File: src/rtl/axil_cmd_master_if.sv
// ---------------------------------------------------------------------------
// axil_cmd_master_if
//   AXI4-Lite bus bundle between the command master and a slave.
//   Parameter AW sets the address width of AWADDR/ARADDR.
//   Channels:
//     AW : awaddr, awprot, awvalid (master) / awready (slave)
//     W  : wdata, wstrb, wvalid (master)    / wready (slave)
//     B  : bresp, bvalid (slave)            / bready (master)
//     AR : araddr, arprot, arvalid (master) / arready (slave)
//     R  : rdata, rresp, rvalid (slave)     / rready (master)
//   Handshake rule on every channel: a transfer happens on a rising clk edge
//   where VALID and READY are both 1; the VALID side holds VALID and its
//   payload stable until that edge, and never waits on READY to raise VALID.
// ---------------------------------------------------------------------------
interface axil_cmd_master_if #(
   parameter int AW = 32
);
   logic [AW-1:0] awaddr;
   logic [2:0]    awprot;
   logic          awvalid;
   logic          awready;

   logic [31:0]   wdata;
   logic [3:0]    wstrb;
   logic          wvalid;
   logic          wready;

   logic [1:0]    bresp;
   logic          bvalid;
   logic          bready;

   logic [AW-1:0] araddr;
   logic [2:0]    arprot;
   logic          arvalid;
   logic          arready;

   logic [31:0]   rdata;
   logic [1:0]    rresp;
   logic          rvalid;
   logic          rready;

   modport master (
      output awaddr, awprot, awvalid,
      input  awready,
      output wdata, wstrb, wvalid,
      input  wready,
      input  bresp, bvalid,
      output bready,
      output araddr, arprot, arvalid,
      input  arready,
      input  rdata, rresp, rvalid,
      output rready
   );

   modport slave (
      input  awaddr, awprot, awvalid,
      output awready,
      input  wdata, wstrb, wvalid,
      output wready,
      output bresp, bvalid,
      input  bready,
      input  araddr, arprot, arvalid,
      output arready,
      output rdata, rresp, rvalid,
      input  rready
   );
endinterface

File: src/rtl/axil_cmd_master.sv
// ---------------------------------------------------------------------------
// axil_cmd_master
//   Turns single-cycle write/read command pulses into one AXI4-Lite
//   transaction at a time and reports the outcome.
//   Ports:
//     clk, reset         : clock, synchronous active-high reset
//     cmd_write/cmd_read : one-cycle start pulses (write wins if both)
//     cmd_addr/wdata/wstrb : command payload, latched at acceptance
//     rsp_rdata/rsp_resp : last read data / last BRESP or RRESP
//     rsp_done           : one-cycle completion pulse
//     idle               : 1 when a command will be accepted this cycle
//     dbg_state_o        : current FSM state for observation
//     m_axi              : AXI4-Lite master side of the bus
// ---------------------------------------------------------------------------
module axil_cmd_master #(
   parameter int AW = 32
) (
   input  logic            clk,
   input  logic            reset,
   input  logic            cmd_write,
   input  logic            cmd_read,
   input  logic [AW-1:0]   cmd_addr,
   input  logic [31:0]     cmd_wdata,
   input  logic [3:0]      cmd_wstrb,
   output logic [31:0]     rsp_rdata,
   output logic [1:0]      rsp_resp,
   output logic            rsp_done,
   output logic            idle,
   output logic [2:0]      dbg_state_o,
   axil_cmd_master_if.master m_axi
);

   typedef enum logic [2:0] {
      IDLE    = 3'd0,
      WR_REQ  = 3'd1,
      WR_RESP = 3'd2,
      RD_REQ  = 3'd3,
      RD_RESP = 3'd4
   } state_t;

   state_t        state_q, state_d;
   logic [AW-1:0] addr_q, addr_d;
   logic [31:0]   wdata_q, wdata_d;
   logic [3:0]    wstrb_q, wstrb_d;
   logic          awvalid_q, awvalid_d;
   logic          wvalid_q, wvalid_d;
   logic          bready_q, bready_d;
   logic          arvalid_q, arvalid_d;
   logic          rready_q, rready_d;
   logic [31:0]   rsp_rdata_q, rsp_rdata_d;
   logic [1:0]    rsp_resp_q, rsp_resp_d;
   logic          rsp_done_q, rsp_done_d;

   always_comb begin
      state_d     = state_q;
      addr_d      = addr_q;
      wdata_d     = wdata_q;
      wstrb_d     = wstrb_q;
      awvalid_d   = awvalid_q;
      wvalid_d    = wvalid_q;
      bready_d    = bready_q;
      arvalid_d   = arvalid_q;
      rready_d    = rready_q;
      rsp_rdata_d = rsp_rdata_q;
      rsp_resp_d  = rsp_resp_q;
      rsp_done_d  = 1'b0;

      case (state_q)
         IDLE: begin
            // A simultaneous read request is dropped: write has priority.
            if (cmd_write) begin
               addr_d    = cmd_addr;
               wdata_d   = cmd_wdata;
               wstrb_d   = cmd_wstrb;
               awvalid_d = 1'b1;
               wvalid_d  = 1'b1;
               state_d   = WR_REQ;
            end else if (cmd_read) begin
               addr_d    = cmd_addr;
               arvalid_d = 1'b1;
               state_d   = RD_REQ;
            end
         end

         WR_REQ: begin
            // AW and W retire independently; a channel already retired
            // simply stays low until the other one catches up.
            if (awvalid_q && m_axi.awready) awvalid_d = 1'b0;
            if (wvalid_q && m_axi.wready)   wvalid_d  = 1'b0;
            if (!awvalid_d && !wvalid_d) begin
               bready_d = 1'b1;
               state_d  = WR_RESP;
            end
         end

         WR_RESP: begin
            if (m_axi.bvalid && bready_q) begin
               rsp_resp_d = m_axi.bresp;
               rsp_done_d = 1'b1;
               bready_d   = 1'b0;
               state_d    = IDLE;
            end
         end

         RD_REQ: begin
            if (arvalid_q && m_axi.arready) begin
               arvalid_d = 1'b0;
               rready_d  = 1'b1;
               state_d   = RD_RESP;
            end
         end

         RD_RESP: begin
            if (m_axi.rvalid && rready_q) begin
               rsp_rdata_d = m_axi.rdata;
               rsp_resp_d  = m_axi.rresp;
               rsp_done_d  = 1'b1;
               rready_d    = 1'b0;
               state_d     = IDLE;
            end
         end

         default: begin
            awvalid_d = 1'b0;
            wvalid_d  = 1'b0;
            bready_d  = 1'b0;
            arvalid_d = 1'b0;
            rready_d  = 1'b0;
            state_d   = IDLE;
         end
      endcase
   end

   always_ff @(posedge clk) begin
      if (reset) begin
         state_q     <= IDLE;
         addr_q      <= '0;
         wdata_q     <= '0;
         wstrb_q     <= '0;
         awvalid_q   <= 1'b0;
         wvalid_q    <= 1'b0;
         bready_q    <= 1'b0;
         arvalid_q   <= 1'b0;
         rready_q    <= 1'b0;
         rsp_rdata_q <= '0;
         rsp_resp_q  <= '0;
         rsp_done_q  <= 1'b0;
      end else begin
         state_q     <= state_d;
         addr_q      <= addr_d;
         wdata_q     <= wdata_d;
         wstrb_q     <= wstrb_d;
         awvalid_q   <= awvalid_d;
         wvalid_q    <= wvalid_d;
         bready_q    <= bready_d;
         arvalid_q   <= arvalid_d;
         rready_q    <= rready_d;
         rsp_rdata_q <= rsp_rdata_d;
         rsp_resp_q  <= rsp_resp_d;
         rsp_done_q  <= rsp_done_d;
      end
   end

   // Reads and writes never overlap, so one latched address serves both.
   assign m_axi.awaddr  = addr_q;
   assign m_axi.awprot  = 3'b000;
   assign m_axi.awvalid = awvalid_q;
   assign m_axi.wdata   = wdata_q;
   assign m_axi.wstrb   = wstrb_q;
   assign m_axi.wvalid  = wvalid_q;
   assign m_axi.bready  = bready_q;
   assign m_axi.araddr  = addr_q;
   assign m_axi.arprot  = 3'b000;
   assign m_axi.arvalid = arvalid_q;
   assign m_axi.rready  = rready_q;

   assign rsp_rdata   = rsp_rdata_q;
   assign rsp_resp    = rsp_resp_q;
   assign rsp_done    = rsp_done_q;
   assign idle        = (state_q == IDLE);
   assign dbg_state_o = state_q;

endmodule

File: src/flat_wrapper.sv
// flat-port wrapper written by rule: the top's interface ports become plain ports
module axil_cmd_master_flat 
#(
   parameter int AW = 32
)
  (clk, reset, cmd_write, cmd_read, cmd_addr, cmd_wdata, cmd_wstrb, rsp_rdata, rsp_resp, rsp_done, idle, dbg_state_o, m_axi_awaddr, m_axi_awprot, m_axi_awvalid, m_axi_awready, m_axi_wdata, m_axi_wstrb, m_axi_wvalid, m_axi_wready, m_axi_bresp, m_axi_bvalid, m_axi_bready, m_axi_araddr, m_axi_arprot, m_axi_arvalid, m_axi_arready, m_axi_rdata, m_axi_rresp, m_axi_rvalid, m_axi_rready);
  axil_cmd_master_if #(.AW(AW)) m_axi_i ();
  input  logic clk;
  input  logic reset;
  input  logic cmd_write;
  input  logic cmd_read;
  input  logic [AW-1:0] cmd_addr;
  input  logic [31:0] cmd_wdata;
  input  logic [3:0] cmd_wstrb;
  output logic [31:0] rsp_rdata;
  output logic [1:0] rsp_resp;
  output logic rsp_done;
  output logic idle;
  output logic [2:0] dbg_state_o;
  output wire logic [$bits(m_axi_i.awaddr)-1:0] m_axi_awaddr;
  output wire logic [$bits(m_axi_i.awprot)-1:0] m_axi_awprot;
  output wire logic [$bits(m_axi_i.awvalid)-1:0] m_axi_awvalid;
  input wire logic [$bits(m_axi_i.awready)-1:0] m_axi_awready;
  output wire logic [$bits(m_axi_i.wdata)-1:0] m_axi_wdata;
  output wire logic [$bits(m_axi_i.wstrb)-1:0] m_axi_wstrb;
  output wire logic [$bits(m_axi_i.wvalid)-1:0] m_axi_wvalid;
  input wire logic [$bits(m_axi_i.wready)-1:0] m_axi_wready;
  input wire logic [$bits(m_axi_i.bresp)-1:0] m_axi_bresp;
  input wire logic [$bits(m_axi_i.bvalid)-1:0] m_axi_bvalid;
  output wire logic [$bits(m_axi_i.bready)-1:0] m_axi_bready;
  output wire logic [$bits(m_axi_i.araddr)-1:0] m_axi_araddr;
  output wire logic [$bits(m_axi_i.arprot)-1:0] m_axi_arprot;
  output wire logic [$bits(m_axi_i.arvalid)-1:0] m_axi_arvalid;
  input wire logic [$bits(m_axi_i.arready)-1:0] m_axi_arready;
  input wire logic [$bits(m_axi_i.rdata)-1:0] m_axi_rdata;
  input wire logic [$bits(m_axi_i.rresp)-1:0] m_axi_rresp;
  input wire logic [$bits(m_axi_i.rvalid)-1:0] m_axi_rvalid;
  output wire logic [$bits(m_axi_i.rready)-1:0] m_axi_rready;
  assign m_axi_awaddr = m_axi_i.awaddr;
  assign m_axi_awprot = m_axi_i.awprot;
  assign m_axi_awvalid = m_axi_i.awvalid;
  assign m_axi_i.awready = m_axi_awready;
  assign m_axi_wdata = m_axi_i.wdata;
  assign m_axi_wstrb = m_axi_i.wstrb;
  assign m_axi_wvalid = m_axi_i.wvalid;
  assign m_axi_i.wready = m_axi_wready;
  assign m_axi_i.bresp = m_axi_bresp;
  assign m_axi_i.bvalid = m_axi_bvalid;
  assign m_axi_bready = m_axi_i.bready;
  assign m_axi_araddr = m_axi_i.araddr;
  assign m_axi_arprot = m_axi_i.arprot;
  assign m_axi_arvalid = m_axi_i.arvalid;
  assign m_axi_i.arready = m_axi_arready;
  assign m_axi_i.rdata = m_axi_rdata;
  assign m_axi_i.rresp = m_axi_rresp;
  assign m_axi_i.rvalid = m_axi_rvalid;
  assign m_axi_rready = m_axi_i.rready;
  axil_cmd_master #(.AW(AW)) u_core (.clk(clk), .reset(reset), .cmd_write(cmd_write), .cmd_read(cmd_read), .cmd_addr(cmd_addr), .cmd_wdata(cmd_wdata), .cmd_wstrb(cmd_wstrb), .rsp_rdata(rsp_rdata), .rsp_resp(rsp_resp), .rsp_done(rsp_done), .idle(idle), .dbg_state_o(dbg_state_o), .m_axi(m_axi_i));
endmodule
File: config.mk
export PLATFORM = sky130hd
export DESIGN_NAME = axil_cmd_master_flat
export DESIGN_NICKNAME = d
export VERILOG_FILES = /design/src/rtl/axil_cmd_master_if.sv /design/src/rtl/axil_cmd_master.sv /design/src/flat_wrapper.sv
export SDC_FILE = /design/constraint.sdc
export NUM_CORES = 1
export LEC_CHECK = 0
export CAP_MARGIN = 0
export CORE_ASPECT_RATIO = 0.6
export CORE_MARGIN = 1.5
export CORE_UTILIZATION = 29
export CTS_CLUSTER_DIAMETER = 100
export CTS_CLUSTER_SIZE = 28
export DETAILED_ROUTE_END_ITERATION = 7
export GPL_TIMING_DRIVEN = 0
export HOLD_SLACK_MARGIN = 0.1
export PLACE_DENSITY = 0.68
export RECOVER_POWER = 100
export SYNTH_ARGS = -nofsm -noshare
export SYNTH_HDL_FRONTEND = slang
export SYNTH_SLANG_ARGS = --single-unit
File: constraint.sdc
create_clock -name clk -period 1.6 [get_ports clk]
set_input_delay 0.24 -clock clk [delete_from_list [all_inputs] [get_ports clk]]
set_output_delay 0.24 -clock clk [all_outputs]
set_load 0.005 [all_outputs]
=== Word level (Yosys, flattened, before mapping) ===
Index checks and enable logic that the tools add are counted.

* Multiplexer cells: 32
* Bitwise logic cells: 4
* Eq/ne operators: 12
* Reduce and logical (&&, ||, !) cells: 24

{| class="wikitable"
|+ Operators by type and width
! cell !! number
|-
| 32-bit two-way mux || 2
|-
| 3-bit two-way mux || 6
|-
| 1-bit case mux with 3 select lines || 5
|-
| 3-bit case mux with 5 select lines || 1
|-
| 1-bit two-way mux || 14
|-
| 3-bit OR reduction || 4
|-
| 3-bit AND reduction || 3
|-
| 2-bit by 1-bit inequality test with 1-bit output (second input constant) || 4
|-
| 2-bit AND reduction || 4
|-
| 3-bit by 2-bit equality test with 1-bit output (second input constant) || 2
|-
| 1-bit logical AND || 6
|-
| 2-bit inequality test (second input constant) || 3
|-
| 5-bit AND reduction || 1
|-
| 2-bit two-way mux || 2
|-
| 1-bit inverter || 4
|-
| 2-bit case mux with 2 select lines || 1
|-
| 4-bit AND reduction || 1
|-
| 2-bit nonzero test || 2
|-
| 3-bit by 1-bit equality test with 1-bit output (second input constant) || 1
|-
| 3-bit equality test (second input constant) || 1
|-
| 3-bit zero test || 1
|-
| 3-bit inequality test (second input constant) || 1
|-
| 1-bit zero test || 2
|-
| 1-bit case mux with 2 select lines || 1
|}

* Output and inout bits: 150
* Input port bits: 113
* Logic and storage cells: 84
* Bits in registers: 111

=== Longest topological paths before layout ===
* Depth in word-level cells: 7
* Depth in mapped cells: 7
* Mapped depth without buffers: 4

=== Least setup slack after synthesis ===
No wires, ideal clock.

* Path type: register to register
* From: register u_core.state_q[2], in the netlist u_core.dbg_state_o[2]
* To: register u_core.wdata_q[14], in the netlist u_core.m_axi.wdata[14]
* Data required time: 1.454 ns
* Path buffers: 2
* Clock period less this slack: 1.400 ns
* Setup time: 0.146 ns
* Path slack: 0.200 ns
* Arrival time: 1.254 ns
* Cell stages (with the launch flop): 7
* Cell sequence: dfxtp_1 -> buf_4 -> nor3_4 -> nand2_1 -> clkbuf_1 -> nand2_1 -> a21oi_1

* Cells in the longest elaborated chain, start to end: 2

{| class="wikitable"
|+ RTL lines
! what !! line !! source
|-
| from (decl) || axil_cmd_master.sv:41 || <nowiki>state_t state_q, state_d;</nowiki>
|-
| from (signal assigned) || axil_cmd_master.sv:149 || <nowiki>state_q <= state_d;</nowiki>
|-
| 3-bit zero test || -- ||
|-
| net idle || flat_wrapper.sv:18 || <nowiki>output logic idle;</nowiki>
|-
| 2-bit AND reduction (no line) || -- ||
|-
| to (signal assigned) || axil_cmd_master.sv:151 || <nowiki>wdata_q <= wdata_d;</nowiki>
|-
| to (decl) || axil_cmd_master.sv:43 || <nowiki>logic [31:0] wdata_q, wdata_d;</nowiki>
|}

The timed path passes the listed nets, and every way through them passes these cells.
A chain may end at the register's enable or synchronous reset.

=== Final worst setup path ===
* From: register u_core.addr_q[25], in the netlist u_core.m_axi.araddr[25]
* To: output m_axi_awaddr[25]

{| class="wikitable"
|+ RTL lines
! what !! line !! source
|-
| from (decl) || axil_cmd_master.sv:42 || <nowiki>logic [AW-1:0] addr_q, addr_d;</nowiki>
|-
| from (signal assigned) || axil_cmd_master.sv:150 || <nowiki>addr_q <= addr_d;</nowiki>
|-
| to (decl) || flat_wrapper.sv:20 || <nowiki>output wire logic [$bits(m_axi_i.awaddr)-1:0] m_axi_awaddr;</nowiki>
|}

No word-level cell between the ends.

==> summary.txt <==
Synthesis
  • Average instance area after synthesis: ~8.0 µm²
  • Post-synthesis sequential area ratio: 50.60%
  • Synth top area share: 50.60%
  • Mapped Cells: around 550
  • Mapped cell area: 4392 µm²
  • Top FF cell, synth: dfxtp_1
  • Top-count cell post-synth: nand2_1
  • Synth cell count leaders: 198 x nand2_1, 111 x dfxtp_1, 96 x a21oi_1
  • EDFF count, synth: 0
  • Netlist cell types: 33
  • Ys Warns: 0
  • Ys async rst share: 0%
  • Largest cells by area after synthesis: dfxtp_1 51%, nand2_1 17%, a21oi_1 11%
  • Largest area contributor in the netlist: dfxtp_1
  • Number of synthesized register bits: 111

Route
  • Post-DR wirelength/cell: 14.09 µm
  • Antenna viol nets, final: 0
  • Top Metal Used: met4
  • Final WL: between 10,000 and 15,000 µm
  • Met3 wire length: 1476 µm
  • Wire length on met2: between 6000 and 7000 µm
  • Metal-1 WL: ~6500 µm
  • Initial DRT Pass Iterations: 4
  • Initial drt markers: 229
  • Vias: 4,495
  • Mean number of vias per cell: 4.373
  • DRC viols: 0

CTS
  • # clock sinks: approximately 110
  • Hold-fix buffers, CTS: 0
  • CTS tree: built
  • Reg clk slew, reported paths: 0.08 ns
  • H-tree depth: 3
  • Worst skew pair latency: 0.35 ns
  • Root Buffer: clkbuf_16
  • Clock tree buffer depth: 2
  • Total CTS buffers: 9

Timing
  • Final period util: 97.26%
  • Final setup vio count: 0
  • Fmax: 0.6426 GHz
  • Max-slew violations: 0
  • Slew @ Worst Pin: approximately 0.53 ns
  • Endpoints failing hold: 0
  • Max_slew headroom: 64.80%
  • RSZ-0062 raised after global routing: true
  • Crit path time final: 1.556 ns
  • Skew final: approximately 0.0088 ns

Hold path
  • Worst hold path class: primary input to flop

Die
  • Initial Utilization: between 30 and 40%
  • Die Span Y: 98.32 µm
  • # IOs: roughly 260
  • Core box area: between 10,000 and 15,000 µm²
  • Die area: 15,920 µm²
  • Die Span X: 161.9 µm
  • Row count: 34

Worst setup path
  • CP Launch Type: flop
  • Critical Path Sink Type: output port
  • WP data required: 1.36 ns
  • CP max FO: 3
  • Crit path DAT: 1.32 ns
  • Critical path type: flop to output port

Final layout
  • Final nets: 939
  • Final instance area: 7784 µm²
  • Area growth syn-to-layout: 77.24%
  • Filler cells: 1,423
  • N_diodes: 0
  • Footprint of the multi-input gates: 1777 µm²
  • Fraction of layout cells with a size suffix above 1: about 17%
  • Total area of sequential cells: 2246 µm²

Placement
  • RD Place Congestion: between 0.7 and 0.8
  • Placed cell area: ~7200 µm²
  • Post-DP HPWL: 10,810 µm
  • I/O Buffers: 256

Pwr
  • Final Power: roughly 7.5 mW
  • VDD IR max: 0.4295 mV
  • Power Density: 963.2 nW/µm²
  • Leakage: 2.876 nW

Job
  • Max cap viols: 0

GRT
  • Largest net degree at the start of global routing: 19
  • Overflow after GRT: 0
  • GRT Util Overall: 17.71%
  • Initial antenna violation count: 0
  • First-pass GRT wire length: 22,170 µm
  • Vias in the first global route: approximately 4,200

Run status
  • Status: finished clean
[layout by cell type (no fill, tap or decap), types with 2 or more instances in the layout]
master / synthesis / layout
buf_4: 42 / 33
nand2b_1: 5 / 5
nor2b_1: 6 / 6
clkinvlp_4: 0 / 2
nand2_4: 0 / 2
clkdlybuf4s50_1: 0 / 255
nor3_1: 2 / 2
nor2_1: 5 / 4
nor2_4: 1 / 2
o21ai_0: 4 / 4
buf_8: 1 / 2
nand4b_1: 2 / 2
buf_6: 3 / 7
clkbuf_2: 0 / 10
a21oi_2: 11 / 16
a21oi_1: 96 / 91
buf_2: 6 / 4
nand2_1: 198 / 195
dfxtp_2: 0 / 16
nand2_2: 10 / 11
dfxtp_1: 111 / 94
clkbuf_16: 0 / 13
a311oi_1: 2 / 2
inv_6: 0 / 2
clkbuf_1: 21 / 6
nand3_1: 5 / 5
clkbuf_4: 0 / 13
mux2i_1: 2 / 2
nand3b_1: 2 / 2
conb_1: 1 / 6
[cell families (layout without fill, tap and decap cells)]
family,Yosys count,in the layout,share of synthesized area (%)
AOI/OAI and AO/OA,120,120,15.21
buffers and inverters,74,352,10.85
other,1,6,0.08539
muxes,2,2,0.4559
and+or+nand+nor,239,239,22.79
DFF,111,111,50.60
[per-layer routing]
layer | track usage [%] | vias to the layer above
li1 | - | 2284
met1 | 22.28 | 2030
met2 | 27.86 | 167
met3 | 7.859 | 14
met4 | 4.164 | 0
met5 | 0 | -
[final timing paths]
path	start	end	slack [ns]	cells past startpoint
min reg2reg	u_core.m_axi.wdata[29]$_SDFFE_PP0P_	u_core.m_axi.wdata[29]$_SDFFE_PP0P_	0.45	2
min	cmd_wstrb[0]	u_core.m_axi.wstrb[0]$_SDFFE_PP0P_	0.43	3
max	u_core.m_axi.araddr[25]$_SDFFE_PP0P_	m_axi_awaddr[25]	0.04	2
max reg2reg	u_core.dbg_state_o[2]$_SDFFE_PP0P_	u_core.m_axi.wdata[16]$_SDFFE_PP0P_	0.05	8
[cell type report]
cell class / count / area share (%)
Timing Repair Buffer: 263 / 34.51
Sequential cell: 111 / 28.85
Multi-Input combinational cell: 367 / 22.83
Buffer: 73 / 7.105
Tap cell: 198 / 3.183
Clock buffer: 10 / 2.942
Clock inverter: 5 / 0.5305
Inverter: 1 / 0.04822
[registers in the layout, summed over array words and instances (netlist names)]
register,count
u_core.rsp_resp,2
u_core.m_axi.bready,1
u_core.rsp_done,1
u_core.rsp_rdata,32
u_core.m_axi.awvalid,1
u_core.m_axi.rready,1
u_core.m_axi.wstrb,4
u_core.m_axi.arvalid,1
u_core.m_axi.wvalid,1
u_core.dbg_state_o,3
u_core.m_axi.araddr,32
u_core.m_axi.wdata,32
[stage by stage]
step	hold slack, ns	cells	utilization, %	TNS (ns)	setup WS, ns
2_1_floorplan	0.3669	552	-	0	0.2003
3_3_place_gp	0.4424	1006	49.34	-34.15	-0.4283
3_5_place_dp	0.4467	1006	49.34	-32.15	-0.4303
4_1_cts	0.4120	1022	51.57	0	0.003809
5_1_grt	0.4238	1028	53.19	-0.04339	-0.01822
6_report	0.4289	1028	53.19	0	0.04385
[worst max-delay path, cell delays in order (launching register included)]
cell and delay (ns):
dfxtp_1 0.36, clkbuf_4 0.13, clkdlybuf4s50_1 0.48
[what timing repair did]
item                                    4_1_cts  5_1_grt
cloned                                        0        5
gates resized for setup                      26       61
endpoints found under the setup margin      100      112
setup buffers                                 1        1
pin swaps                                     1        5
endpoints found under the hold margin         0        0
[power breakdown]
part | switching, mW | internal (mW)
sequential | 0.159 | 3.00
combinational | 0.875 | 1.35
clock | 1.05 | 1.06
total | 2.08 | 5.42
(Power assumes the default switching activity.)
